**config.mk**
```make
export PLATFORM = sky130hd
export DESIGN_NAME = multicycle_alu
export DESIGN_NICKNAME = d
export VERILOG_FILES = /design/src/rtl/alu_pkg.sv /design/src/rtl/alu_muldiv_iter.sv /design/src/rtl/multicycle_alu.sv
export SDC_FILE = /design/constraint.sdc
export NUM_CORES = 1
export LEC_CHECK = 0
export ABC_CLOCK_PERIOD_IN_PS = 5600
export BUFFER_PORTS_ARGS = -buffer_cell sky130_fd_sc_hd__buf_2
export CAP_MARGIN = 20
export CORE_MARGIN = 1
export CORE_UTILIZATION = 40
export DETAILED_ROUTE_END_ITERATION = 7
export SYNTH_ARGS = -nofsm -noshare
export SYNTH_HDL_FRONTEND = slang
export SYNTH_HIERARCHICAL = 1
export SYNTH_SLANG_ARGS = --single-unit
```
**constraint.sdc**
```tcl
create_clock -name clk -period 5.6 [get_ports clk]
set_input_delay 0.28 -clock clk [delete_from_list [all_inputs] [get_ports clk]]
set_output_delay 0.28 -clock clk [all_outputs]
set_load 0.05 [all_outputs]
```
**src/rtl/alu_pkg.sv**
```systemverilog
// Shared definitions for the ALU datapath and control decoder: opcodes,
// handshake state encoding and engine modes.
package alu_pkg;

  localparam logic [3:0] OP_ADD = 4'd0;
  localparam logic [3:0] OP_SUB = 4'd1;
  localparam logic [3:0] OP_AND = 4'd2;
  localparam logic [3:0] OP_OR  = 4'd3;
  localparam logic [3:0] OP_XOR = 4'd4;
  localparam logic [3:0] OP_SLL = 4'd5;
  localparam logic [3:0] OP_SRL = 4'd6;
  localparam logic [3:0] OP_EQ  = 4'd7;
  localparam logic [3:0] OP_NE  = 4'd8;
  localparam logic [3:0] OP_GT  = 4'd9;
  localparam logic [3:0] OP_GE  = 4'd10;
  localparam logic [3:0] OP_LT  = 4'd11;
  localparam logic [3:0] OP_LE  = 4'd12;
  localparam logic [3:0] OP_MUL = 4'd13;
  localparam logic [3:0] OP_DIV = 4'd14;
  localparam logic [3:0] OP_REM = 4'd15;

  localparam logic MODE_MUL = 1'b0;
  localparam logic MODE_DIV = 1'b1;

  typedef enum logic [1:0] {
    ST_IDLE = 2'd0,
    ST_MUL  = 2'd1,
    ST_DIV  = 2'd2,
    ST_DONE = 2'd3
  } state_e;

  function automatic logic is_compare(input logic [3:0] op);
    return (op >= OP_EQ) && (op <= OP_LE);
  endfunction

endpackage

```
**src/rtl/alu_muldiv_iter.sv**
```systemverilog
// Iterative unsigned engine: shift-add multiply or restoring divide, one bit
// per cycle. *_c outputs present the values the current iteration will write.
module alu_muldiv_iter
  import alu_pkg::*;
#(
  parameter int unsigned WIDTH = 32
) (
  input  logic             clk,
  input  logic             rst,
  input  logic             start_i,
  input  logic             mode_i,
  input  logic [WIDTH-1:0] a_i,
  input  logic [WIDTH-1:0] b_i,
  output logic             done_c,
  output logic [WIDTH-1:0] product_c,
  output logic [WIDTH-1:0] quotient_c,
  output logic [WIDTH-1:0] remainder_c
);

  localparam int unsigned CNT_W = $clog2(WIDTH);

  logic             run_q;
  logic             mode_q;
  logic [CNT_W-1:0] cnt_q;
  logic [WIDTH-1:0] acc_q, acc_d;
  logic [WIDTH-1:0] a_q, a_d;
  logic [WIDTH-1:0] b_q, b_d;
  logic [WIDTH:0]   sh_c;

  // mul: acc accumulates, a is the shifting multiplicand, b the multiplier.
  // div: acc is the partial remainder, a shifts dividend out / quotient in.
  always_comb begin
    acc_d = acc_q;
    a_d   = a_q;
    b_d   = b_q;
    sh_c  = {acc_q, a_q[WIDTH-1]};
    if (mode_q == MODE_MUL) begin
      acc_d = b_q[0] ? (acc_q + a_q) : acc_q;
      a_d   = a_q << 1;
      b_d   = b_q >> 1;
    end else if (sh_c >= {1'b0, b_q}) begin
      acc_d = WIDTH'(sh_c - {1'b0, b_q});
      a_d   = {a_q[WIDTH-2:0], 1'b1};
    end else begin
      acc_d = WIDTH'(sh_c);
      a_d   = {a_q[WIDTH-2:0], 1'b0};
    end
    done_c      = run_q && (cnt_q == '0);
    product_c   = acc_d;
    quotient_c  = a_d;
    remainder_c = acc_d;
  end

  always_ff @(posedge clk or posedge rst) begin
    if (rst) begin
      run_q  <= 1'b0;
      mode_q <= MODE_MUL;
      cnt_q  <= '0;
      acc_q  <= '0;
      a_q    <= '0;
      b_q    <= '0;
    end else if (start_i) begin
      run_q  <= 1'b1;
      mode_q <= mode_i;
      cnt_q  <= CNT_W'(WIDTH - 1);
      acc_q  <= '0;
      a_q    <= a_i;
      b_q    <= b_i;
    end else if (run_q) begin
      acc_q <= acc_d;
      a_q   <= a_d;
      b_q   <= b_d;
      cnt_q <= cnt_q - CNT_W'(1);
      if (cnt_q == '0) run_q <= 1'b0;
    end
  end

endmodule

```
**src/rtl/multicycle_alu.sv**
```systemverilog
// Registered ALU with valid/ready handshake; single-cycle ops finish at
// accept, MUL/DIV/REM iterate WIDTH cycles on the shared engine.
module multicycle_alu
  import alu_pkg::*;
#(
  parameter int unsigned WIDTH   = 32,
  parameter int unsigned SHAMT_W = $clog2(WIDTH)
) (
  input  logic             clk,
  input  logic             rst,
  input  logic             in_valid,
  output logic             in_ready,
  input  logic [3:0]       op,
  input  logic [WIDTH-1:0] in1,
  input  logic [WIDTH-1:0] in2,
  output logic             out_valid,
  input  logic             out_ready,
  output logic [WIDTH-1:0] out,
  output logic             branch_res,
  output logic             busy
);

  localparam logic [WIDTH-1:0] SMIN = {1'b1, {(WIDTH-1){1'b0}}};
  localparam logic [WIDTH-1:0] ONES = '1;

  state_e           state_q, state_d;
  logic             div_q, div_d;
  logic             neg_q, neg_d;
  logic [WIDTH-1:0] out_q, out_d;
  logic             br_q, br_d;
  logic             in_ready_q, busy_q, out_valid_q;

  logic [WIDTH-1:0] alu_c, abs1_c, abs2_c, iter_res_c;
  logic             special_c, start_c, mode_c;
  logic             done_c;
  logic [WIDTH-1:0] product_c, quotient_c, remainder_c;

  assign abs1_c    = in1[WIDTH-1] ? -in1 : in1;
  assign abs2_c    = in2[WIDTH-1] ? -in2 : in2;
  assign special_c = ((op == OP_DIV) || (op == OP_REM)) &&
                     ((in2 == '0) || ((in1 == SMIN) && (in2 == ONES)));

  // Single-cycle results, including the resolved divide special cases.
  always_comb begin
    alu_c = '0;
    case (op)
      OP_ADD:  alu_c = in1 + in2;
      OP_SUB:  alu_c = in1 - in2;
      OP_AND:  alu_c = in1 & in2;
      OP_OR:   alu_c = in1 | in2;
      OP_XOR:  alu_c = in1 ^ in2;
      OP_SLL:  alu_c = in1 << in2[SHAMT_W-1:0];
      OP_SRL:  alu_c = in1 >> in2[SHAMT_W-1:0];
      OP_EQ:   alu_c = WIDTH'(in1 == in2);
      OP_NE:   alu_c = WIDTH'(in1 != in2);
      OP_GT:   alu_c = WIDTH'($signed(in1) >  $signed(in2));
      OP_GE:   alu_c = WIDTH'($signed(in1) >= $signed(in2));
      OP_LT:   alu_c = WIDTH'($signed(in1) <  $signed(in2));
      OP_LE:   alu_c = WIDTH'($signed(in1) <= $signed(in2));
      OP_DIV:  alu_c = (in2 == '0) ? ONES : SMIN;
      OP_REM:  alu_c = (in2 == '0) ? in1 : '0;
      default: alu_c = '0;
    endcase
  end

  alu_muldiv_iter #(.WIDTH(WIDTH)) u_iter (
    .clk         (clk),
    .rst         (rst),
    .start_i     (start_c),
    .mode_i      (mode_c),
    .a_i         (abs1_c),
    .b_i         (abs2_c),
    .done_c      (done_c),
    .product_c   (product_c),
    .quotient_c  (quotient_c),
    .remainder_c (remainder_c)
  );

  always_comb begin
    state_d    = state_q;
    div_d      = div_q;
    neg_d      = neg_q;
    out_d      = out_q;
    br_d       = br_q;
    start_c    = 1'b0;
    mode_c     = MODE_MUL;
    iter_res_c = (state_q == ST_MUL) ? product_c : (div_q ? quotient_c : remainder_c);
    case (state_q)
      ST_IDLE: begin
        if (in_valid) begin
          if (op == OP_MUL) begin
            start_c = 1'b1;
            neg_d   = in1[WIDTH-1] ^ in2[WIDTH-1];
            br_d    = 1'b0;
            state_d = ST_MUL;
          end else if (((op == OP_DIV) || (op == OP_REM)) && !special_c) begin
            start_c = 1'b1;
            mode_c  = MODE_DIV;
            div_d   = (op == OP_DIV);
            // Quotient sign is the xor of signs; remainder follows the dividend.
            neg_d   = (op == OP_DIV) ? (in1[WIDTH-1] ^ in2[WIDTH-1]) : in1[WIDTH-1];
            br_d    = 1'b0;
            state_d = ST_DIV;
          end else begin
            out_d   = alu_c;
            br_d    = is_compare(op) & alu_c[0];
            state_d = ST_DONE;
          end
        end
      end
      ST_MUL, ST_DIV: begin
        if (done_c) begin
          out_d   = neg_q ? -iter_res_c : iter_res_c;
          br_d    = 1'b0;
          state_d = ST_DONE;
        end
      end
      ST_DONE: if (out_ready) state_d = ST_IDLE;
      default: state_d = ST_IDLE;
    endcase
  end

  always_ff @(posedge clk or posedge rst) begin
    if (rst) begin
      state_q     <= ST_IDLE;
      div_q       <= 1'b0;
      neg_q       <= 1'b0;
      out_q       <= '0;
      br_q        <= 1'b0;
      in_ready_q  <= 1'b1;
      busy_q      <= 1'b0;
      out_valid_q <= 1'b0;
    end else begin
      state_q     <= state_d;
      div_q       <= div_d;
      neg_q       <= neg_d;
      out_q       <= out_d;
      br_q        <= br_d;
      in_ready_q  <= (state_d == ST_IDLE);
      busy_q      <= (state_d == ST_MUL) || (state_d == ST_DIV);
      out_valid_q <= (state_d == ST_DONE);
    end
  end

  assign in_ready   = in_ready_q;
  assign busy       = busy_q;
  assign out_valid  = out_valid_q;
  assign out        = out_q;
  assign branch_res = br_q;

endmodule

```
# ---- Word level (Yosys, flattened, before mapping)
# Cells that the tools add are included.
dict set report op_classes {
  add_sub_neg 8
  order_cmp 7
  n_eq_ne 30
  shifts 2
  muxes 51
  bitwise_logic 6
  reduce_logical 23
}
# operator n
set ops {}
lappend ops {{32-bit two-way mux} 20}
lappend ops {{32-bit one-hot mux with 15 select lines} 1}
lappend ops {{32-bit negator} 3}
lappend ops {{32-bit adder} 2}
lappend ops {{32-bit equality test, second input constant} 2}
lappend ops {{32-bit one-hot mux with 2 select lines} 1}
lappend ops {{32-bit subtractor} 2}
lappend ops {{33-bit by 32-bit greater-or-equal comparator with 1-bit output} 1}
lappend ops {{32-bit AND} 1}
lappend ops {{32-bit equality test} 1}
lappend ops {{4-bit equality test, second input constant} 8}
lappend ops {{32-bit greater-or-equal comparator} 1}
lappend ops {{32-bit greater-than comparator} 1}
lappend ops {{32-bit <= comparator} 1}
lappend ops {{32-bit zero test} 1}
lappend ops {{32-bit < comparator} 1}
lappend ops {{32-bit != test} 1}
lappend ops {{32-bit OR} 1}
lappend ops {{32-bit by 5-bit << shifter with 32-bit output} 1}
lappend ops {{32-bit by 5-bit >> shifter with 32-bit output} 1}
lappend ops {{32-bit XOR} 1}
lappend ops {{31-bit two-way mux} 1}
lappend ops {{1-bit two-way mux} 20}
lappend ops {{4-bit by 3-bit equality test with 1-bit output, second input constant} 4}
lappend ops {{27 further kinds} 50}
dict set report totals {
  ff_bits 143
  input_bits 72
  out_inout_bits 36
  word_cells 141
}

# ---- Logic depth before layout (Yosys ltp)
# Gate-level depths: netlist of the first run.
dict set report logic_depth {
  ltp_word 12
  depth_mapped 25
  depth_no_buf 23
}

# ---- By module
# The synthesis of the first run kept the hierarchy.
# mod instances cells_each area_each_um2
set modules_own_cells {}
lappend modules_own_cells {multicycle_alu 1 1930 13945.9}
lappend modules_own_cells {alu_muldiv_iter 1 1169 9570.4}

# ---- Worst setup path after synthesis of the first run
# No wires, ideal clock.
dict set report synth_path {
  path_kind {register to register}
  start {reg u_iter.acc_q[0]}
  end {reg out_q[30], in the netlist out[30]}
  arrival_ps 5038
  setup_slack_ps 423
  stages_incl_launch_ff 22
  n_path_buf 3
  path_cell_list {dfrtp_1 > ha_1 > nor2b_1 > o21bai_4 > a31oi_2 > nor4_1 > o21a_1 > o31ai_4 > buf_6 > mux2i_1 > a21oi_2 > buf_4 > mux2_2 > mux2i_1 > and4_1 > and2_1 > buf_2 > o211ai_1 > or4_1 > o41ai_1 > xor2_1 > o221ai_1}
}
dict set report synth_via {
  elab_chain_len 9
  elab_cells_between_ends 14
}
# element line_no
set synth_lines {}
lappend synth_lines {{start, declared} alu_muldiv_iter.sv:25} ;# logic [WIDTH-1:0] acc_q, acc_d;
lappend synth_lines {{start signal, assigned} alu_muldiv_iter.sv:59} ;# acc_q <= '0;
lappend synth_lines {{start signal, assigned} alu_muldiv_iter.sv:66} ;# acc_q <= '0;
lappend synth_lines {{start signal, assigned} alu_muldiv_iter.sv:70} ;# acc_q <= acc_d;
lappend synth_lines {{32-bit adder, or another cell as far along} alu_muldiv_iter.sv:38} ;# acc_d = b_q[0] ? (acc_q + a_q) : acc_q;
lappend synth_lines {{32-bit two-way mux, on equally long branches} {alu_muldiv_iter.sv:38, alu_muldiv_iter.sv:41}}
lappend synth_lines {{32-bit two-way mux *} alu_muldiv_iter.sv:37} ;# if (mode_q == MODE_MUL) begin
lappend synth_lines {{net product_c[5]} multicycle_alu.sv:36} ;# logic [WIDTH-1:0] product_c, quotient_c, remainder_c;
lappend synth_lines {{32-bit two-way mux} multicycle_alu.sv:87} ;# iter_res_c = (state_q == ST_MUL) ? product_c : (div_q ? quotient_c : remainder_c);
lappend synth_lines {{32-bit two-way mux *} multicycle_alu.sv:87}
lappend synth_lines {{32-bit negator *} multicycle_alu.sv:113} ;# out_d = neg_q ? -iter_res_c : iter_res_c;
lappend synth_lines {{32-bit two-way mux *} multicycle_alu.sv:113}
lappend synth_lines {{32-bit two-way mux *} multicycle_alu.sv:112} ;# if (done_c) begin
lappend synth_lines {{32-bit one-hot mux with 2 select lines *} multicycle_alu.sv:88} ;# case (state_q)
lappend synth_lines {{end signal, assigned} multicycle_alu.sv:137} ;# out_q <= out_d;
lappend synth_lines {{end, declared} multicycle_alu.sv:29} ;# logic [WIDTH-1:0] out_q, out_d;
# Mark *: on every way through the listed nets, which the timed path passes. The rest lies on a longest branch. The select of a mux whose other input is x is not followed.
# A chain may end at the register's enable or synchronous reset.

# ---- Worst setup path after layout of the first run
dict set report layout_path {
  start {reg u_iter.acc_q[8]}
  end {reg out_q[30], in the netlist out[30]}
}
dict set report layout_via {
  elab_chain_len 9
  elab_cells_between_ends 14
}
# element line_no
set layout_lines {}
lappend layout_lines {{32-bit adder / 33-bit by 32-bit greater-or-equal comparator with 1-bit output (equally long branches)} {alu_muldiv_iter.sv:38, alu_muldiv_iter.sv:41}}
lappend layout_lines {{32-bit two-way mux, on equally long branches} {alu_muldiv_iter.sv:38, alu_muldiv_iter.sv:41}}
lappend layout_lines {{32-bit two-way mux *} alu_muldiv_iter.sv:37}
lappend layout_lines {{net product_c[8]} multicycle_alu.sv:36}
lappend layout_lines {{32-bit two-way mux} multicycle_alu.sv:87}
lappend layout_lines {{32-bit two-way mux *} multicycle_alu.sv:87}
lappend layout_lines {{32-bit negator *} multicycle_alu.sv:113}
lappend layout_lines {{32-bit two-way mux *} multicycle_alu.sv:113}
lappend layout_lines {{32-bit two-way mux *} multicycle_alu.sv:112}
lappend layout_lines {{32-bit one-hot mux with 2 select lines *} multicycle_alu.sv:88}
# Marks and branches as above.

==> out/qor.txt, run 1 <==
Std-Cell Rows - 88
all-layer global routing usage - 0.379
Setup Skew - 0.0136 ns
GRT overflow - 0
slowest CP cell - or4_1
hpwl dp - 90700 µm
# nets final - 3350
peak supply drop - 0.346 mV
Synth Cell Area - 23500 µm²
gpl congestion - 1.03
relative slew slack - 0.111
HP Start - out_ready
Worst EP required - 5.90 ns
CP startpoint kind - flip-flop
antenna viol nets, final - 0
CTS Buffer Depth - 2
TritonCTS Buffers - 17
I/O Buffers - 107
met3 Usage GRT - 0.0640
Sw Ratio - 0.559
min cycle time layout - 5.41 ns
Core Footprint - 57900 µm²
critical path launch point - u_iter/acc_q[8]
total routed wirelength - 116000 µm
Yosys cell types - 99
number of remaining DRC errors - 0
Yosys reg bits - 143
Internal Pwr Total - 6.93 mW
root buffer cell - clkbuf_16
Synth Net Count - 3347
H-tree Lvls - 4
Area Growth Syn to Fin - 8.79%
Critical R2R Launch - u_iter/acc_q[8]
CP Max Fanout - 6
I/O Pins - 108
Synth warnings - 6
Least-Margin Pin Slew - 1.33 ns
PwrDens - 615 nW/µm²
Initial Utilization - 0.406
Reg clk slew, reported paths - 0.07 ns
Psw - 8.80 mW
dpl cells - 3842
Hold Fails Final Rpt - 0
Mean Syn Cell Area - 7.59 µm²
Seq/Total Area, Yosys - 0.152
Worst Path Arrival - 5.72 ns
most common cell after layout, fill and taps aside - nand2_1
final setup violation count - 0
Die H - 244 µm
die area - 59800 µm²
post-DR vias/cell - 6.69
met1 GRT Util - 0.480
fin area - 25600 µm²
max cap viols - 0
chip width - 244 µm
hold slack - 0.220 ns
Critical Path End Type - flip-flop
first-pass detailed-route iteration total - 6
crit share post-route - 0.967
CP peak stage delay - 0.66 ns
first-pass GRT wire length - 168000 µm
largest net degree at the start of global routing - 122
DR iter-0 viols - 3117
commonest non-fill, non-tap cells in the layout - 296 x nand2_1, 244 x o21ai_0, 233 x a21oi_1
initial antenna violation count - 7
post-synthesis async set-or-reset flop share - 1.00
share of total power in combinational logic - 0.784
Seq pwr share - 0.140
number of global-route vias before repair - 24500
min-delay worst type - in2reg
total number of vias - 26000
clock power share - 0.076
Pleak - 10.8 nW
status - complete, no violations
Worst-Skew Late Latency - 0.45 ns
share of cells above drive strength 1 - 0.153
CTS tree - built
number of synthesized flops with an enable pin - 0
clk sinks - 143
WS Path Type - reg2reg
FMAX - 185 MHz
WL per Instance - 29.8 µm
Cell Count, Final, Fillers Out - 3881
GR Util met2 - 0.597
top_reg_cell synth - dfrtp_1
GR peak layer - met2
Critical Path, Cell by Cell - ha_1 -> buf_4 -> nand4_1 -> nor2_1 -> nand4_1 -> a31oi_2 -> nor3_4 -> o31ai_4 -> mux2i_1 -> a21oi_2 -> mux2_2 -> mux2i_1 -> and4_1 -> and2_1 -> o211ai_1 -> or4_1 -> o41ai_2 -> buf_4 -> xor2_1 -> o221ai_1
Placed Instance Area - 24900 µm²
Post-Syn Instances - 3099
Final Max Slew Viols - 0
[Yosys cell counts, types with 11 or more instances]
| master | count | area (µm²) |
|---|---|---|
| nor4_1 | 29 | 181 |
| buf_1 | 22 | 82.6 |
| o21bai_1 | 18 | 135 |
| and3_1 | 29 | 181 |
| mux2_2 | 40 | 450 |
| mux4_2 | 60 | 1350 |
| o211ai_1 | 26 | 195 |
| a221oi_1 | 21 | 184 |
| a31oi_1 | 44 | 275 |
| or4_1 | 16 | 120 |
| o21a_1 | 22 | 165 |
| a22oi_1 | 22 | 165 |
| inv_1 | 166 | 623 |
| buf_4 | 68 | 510 |
| nand3_1 | 67 | 335 |
| or3_1 | 21 | 131 |
| and2_1 | 20 | 125 |
| buf_2 | 26 | 130 |
| mux2i_1 | 165 | 1650 |
| nand2b_1 | 21 | 131 |
| ha_1 | 172 | 2150 |
| nor2_1 | 229 | 860 |
| o41ai_1 | 13 | 114 |
| nand2_1 | 296 | 1110 |
| dfrtp_1 | 142 | 3550 |
| a211oi_1 | 49 | 368 |
| clkbuf_1 | 169 | 634 |
| o31ai_1 | 34 | 255 |
| o21ai_0 | 244 | 1220 |
| o22ai_1 | 17 | 106 |
| nand4_1 | 39 | 244 |
| a21oi_1 | 234 | 1170 |
| nor2b_1 | 36 | 225 |
| xnor2_1 | 118 | 1030 |
| a21o_1 | 65 | 488 |
| or2_2 | 14 | 87.6 |
| a41oi_1 | 11 | 96.3 |
| nor3_1 | 70 | 350 |
| xor2_1 | 38 | 333 |
[stage by stage]
stage               setup TNS [ns]  setup slack (ns)   util  power [mW]
global placement                 0            0.0678  0.430        14.1
global route               -0.0272           -0.0272  0.442        16.6
detailed placement               0            0.0660  0.430        14.1
finish                           0             0.185  0.442        15.7
CTS                              0            0.0395  0.440        15.4
floorplan                        0             0.423      -        10.4
[flip-flops by register name, indices dropped and copies added, names as in the netlist, 2 cells and up]
name          count
u_iter/a_q       32
u_iter/acc_q     32
u_iter/cnt_q      5
u_iter/b_q       32
out              32
state_q           2
[critical path: cells and delay by family (launching register included)]
family                   cells  cell delay, ns
flip-flops                   1            0.43
AO/OA/AOI/OAI                6            1.12
AND/OR/NAND/NOR              7            2.01
buffers and inverters        2            0.34
multiplexers                 3            0.82
XOR/XNOR                     1            0.14
adder cells (fa/ha/maj)      1            0.39
[final timing paths]
kind	endpoint	slack (ns)	cells past startpoint
max reg2reg	out[30]	0.19	20
min	state_q[1]	0.22	3
max in group asynchronous	u_iter/b_q[0]	3.79	4
min in group asynchronous	u_iter/acc_q[27]	0.43	3
max	out[30]	0.19	20
min reg2reg	out[2]	0.48	2
[power groups by stage]
| stage | Clock [mW] | Combinational [mW] | Sequential, mW |
|---|---|---|---|
| 3_5_place_dp | 0 | 11.9 | 2.20 |
| 5_1_grt | 1.25 | 13.1 | 2.25 |
| 2_1_floorplan | 0 | 8.07 | 2.31 |
| 6_report | 1.19 | 12.3 | 2.20 |
| 3_3_place_gp | 0 | 11.9 | 2.18 |
| 4_1_cts | 1.21 | 12.0 | 2.18 |
[routing by layer]
metal  share of wire  vias up
met5         0.00049        -
met4           0.071        8
met3           0.084      382
met2            0.44     1550
met1            0.40    12700
li1                -    11400
[cells by family (layout without fill, tap and decap cells)]
group                    after synthesis  after routing  share of synthesized area
XOR/XNOR                             156            156                     0.0581
multiplexers                         265            265                      0.147
AND/OR/NAND/NOR                      927            927                      0.189
buffers and inverters                456            471                     0.0863
other                                  0              1                          0
adder cells (fa/ha/maj)              176            176                     0.0949
flip-flops                           143            143                      0.152
AO/OA/AOI/OAI                        976            977                      0.273
[cell type report]
cell class	count	area, µm²
inverters	167	629
diodes	1	2.50
fillers	6015	32300
repair buffers	272	1800
clock buffers	19	443
clock inverters	13	153
flip-flops and latches	143	3590
multi-input cells	2501	18000
well taps	765	957
[what timing repair did]
item                                    CTS  global route
gates resized for setup                   0             9
endpoints found under the hold margin    41             0
hold buffers                              1             0
setup buffers                             0             3
endpoints found under the setup margin    0             8
No activity file was read; power rests on OpenSTA's default activity.
==> run 2, diff against run 1 <==
--- a/config.mk
+++ b/config.mk
@@ -11,6 +11,8 @@
 export CORE_MARGIN = 1
 export CORE_UTILIZATION = 40
 export DETAILED_ROUTE_END_ITERATION = 7
+export PLACE_DENSITY = 0.53
+export RECOVER_POWER = 25
 export SYNTH_ARGS = -nofsm -noshare
 export SYNTH_HDL_FRONTEND = slang
 export SYNTH_HIERARCHICAL = 1
==> run 2 against run 1 <==
Effect of this change:
- the flow now finishes with violations (capacitance limit, slew limit)
- clock skew is essentially flat
- die area is the same
- clock power is essentially flat
- maximum frequency up 0.48%
- combinational power grew 6%
- hold slack got worse by 0.020 ns
- global-route usage increased by 2.1 points
- clock-buffer cell count shrank 1
- register-to-register slack better by 0.03 ns
- wire length increased by 4.6%
==> out/qor.txt, run 2 (synthesis gave the netlist of run 1 again) <==
gpl congestion - 1.03
min-delay worst type - in2reg
Initial Utilization - 0.406
cell repeated most along the worst path - mux2i_1
Area Growth Syn to Fin - 9.22%
total routed wirelength - 121000 µm
DR iter-0 viols - 3540
antenna viol nets, final - 0
pre-CTS setup slack - -0.0931 ns
FMAX - 186 MHz
Reg clk slew, reported paths - 0.07 ns
Std-Cell Rows - 88
Core Footprint - 57900 µm²
Setup Skew - 0.0139 ns
I/O Buffers - 107
# nets final - 3364
TritonCTS Buffers - 17
commonest non-fill, non-tap cells in the layout - 296 x nand2_1, 242 x o21ai_0, 230 x a21oi_1
hpwl dp - 94900 µm
PwrDens - 639 nW/µm²
slowest CP cell - or4_1
die area - 59800 µm²
all-layer global routing usage - 0.400
first-pass detailed-route iteration total - 8
delay-heaviest family, CP - simple AND/OR/NAND/NOR gates
total power - 16.4 mW
total number of vias - 26100
share of cells above drive strength 1 - 0.159
worst path buffer plus inverter count - 2
I/O Pins - 108
initial antenna violation count - 4
# fillers - 6028
most common cell after layout, fill and taps aside - nand2_1
Least-Margin Pin Slew - 3.46 ns
CP startpoint kind - flip-flop
chip width - 244 µm
CP peak stage delay - 0.61 ns
crit share post-route - 0.962
relative slew slack - -1.32
failing checks - capacitance limit, slew limit
largest net degree at the start of global routing - 66
number of remaining DRC errors - 0
min cycle time layout - 5.39 ns
CTS tree - built
Worst EP required - 5.95 ns
Worst Path Arrival - 5.74 ns
peak supply drop - 0.472 mV
Final Max Slew Viols - 107
Hold Fails Final Rpt - 0
max cap viols - 2
Multi-input gate area - 18000 µm²
Worst-Skew Late Latency - 0.49 ns
setup_tns - 0 ns
Critical Path, Cell by Cell - ha_1 -> nand3_1 -> nor3_1 -> buf_4 -> nand4_1 -> a31oi_1 -> nor3_4 -> o31ai_4 -> buf_12 -> mux2i_1 -> a21oi_2 -> mux2_2 -> mux2i_1 -> and4_1 -> and2_1 -> o211ai_1 -> or4_1 -> o41ai_2 -> xor2_1 -> o221ai_1
WL per Instance - 31.1 µm
number of global-route vias before repair - 24200
clk sinks - 143
WS Path Type - reg2reg
status - finished, violations left
root buffer cell - clkbuf_16
Critical Path End Type - flip-flop
register area - 3590 µm²
Die H - 244 µm
post-DR vias/cell - 6.69
RSZ-0062 raised after global routing - no
final setup violation count - 0
first-pass GRT wire length - 175000 µm
GRT overflow - 0
CP Max Fanout - 10
H-tree Lvls - 4
fin worst setup slack - 0.211 ns
Pleak - 10.9 nW
CTS Buffer Depth - 2
## run 2: metrics by stage
step,utilization,std cells,cell area (µm²),hold WS (ns)
5_1_grt,0.443,3894,25700,0.186
2_1_floorplan,-,3099,23500,0.401
6_report,0.443,3895,25700,0.200
3_3_place_gp,0.431,3853,25000,0.456
3_5_place_dp,0.432,3854,25000,0.469
4_1_cts,0.442,3889,25600,0.160
## run 2: worst register-to-register path: cells and delay by family (launching register included)
family / cells / cell delay, ns
flops: 1 / 0.45
compound gates: 6 / 1.17
fa+ha+maj: 1 / 0.49
xor+xnor: 1 / 0.19
buf+inv: 2 / 0.36
simple gates: 7 / 1.81
mux: 3 / 0.78
## run 2: where the power goes
| part | total [mW] | leakage, nW | internal [mW] | switching [mW] |
|---|---|---|---|---|
| Combinational | 13.0 | 8.84 | 4.92 | 8.11 |
| Sequential | 2.20 | 1.78 | 1.55 | 0.645 |
| Clock | 1.18 | 0.272 | 0.592 | 0.591 |
## run 2: area by class of cell
cell class              instances  share of cell area
clock buffers                  18              0.0171
repair buffers                287              0.0752
multi-input cells            2500               0.701
well taps                     765              0.0373
clock inverters                14             0.00482
flip-flops and latches        143               0.140
inverters                     167              0.0245
diodes                          1           0.0000974
## run 2: layer usage
metal | vias to the layer above | share of wire | GRT usage
met5 | - | 0.00011 | 0
met4 | 2 | 0.046 | 0.169
met3 | 256 | 0.11 | 0.0924
met2 | 1670 | 0.41 | 0.569
met1 | 12700 | 0.44 | 0.570
li1 | 11400 | - | -
## run 2: worst paths after layout
path                                 start           end  slack [ns]  cells after the start
setup / recovery           u_iter/acc_q[5]       out[30]        0.21                     20
hold / removal                    in_valid    state_q[0]        0.20                      3
setup reg to reg           u_iter/acc_q[5]       out[30]        0.21                     20
hold reg to reg                     out[4]        out[4]        0.48                      2
max in group asynchronous              rst  u_iter/run_q        2.40                      3
min in group asynchronous              rst       out[22]        1.24                      4
## run 2: repair_timing
item	CTS	global route
setup buffers	2	5
pin swaps	1	8
gates resized for setup	0	15
hold endpoints to repair	39	0
endpoints found under the setup margin	6	13
hold buffers	1	0
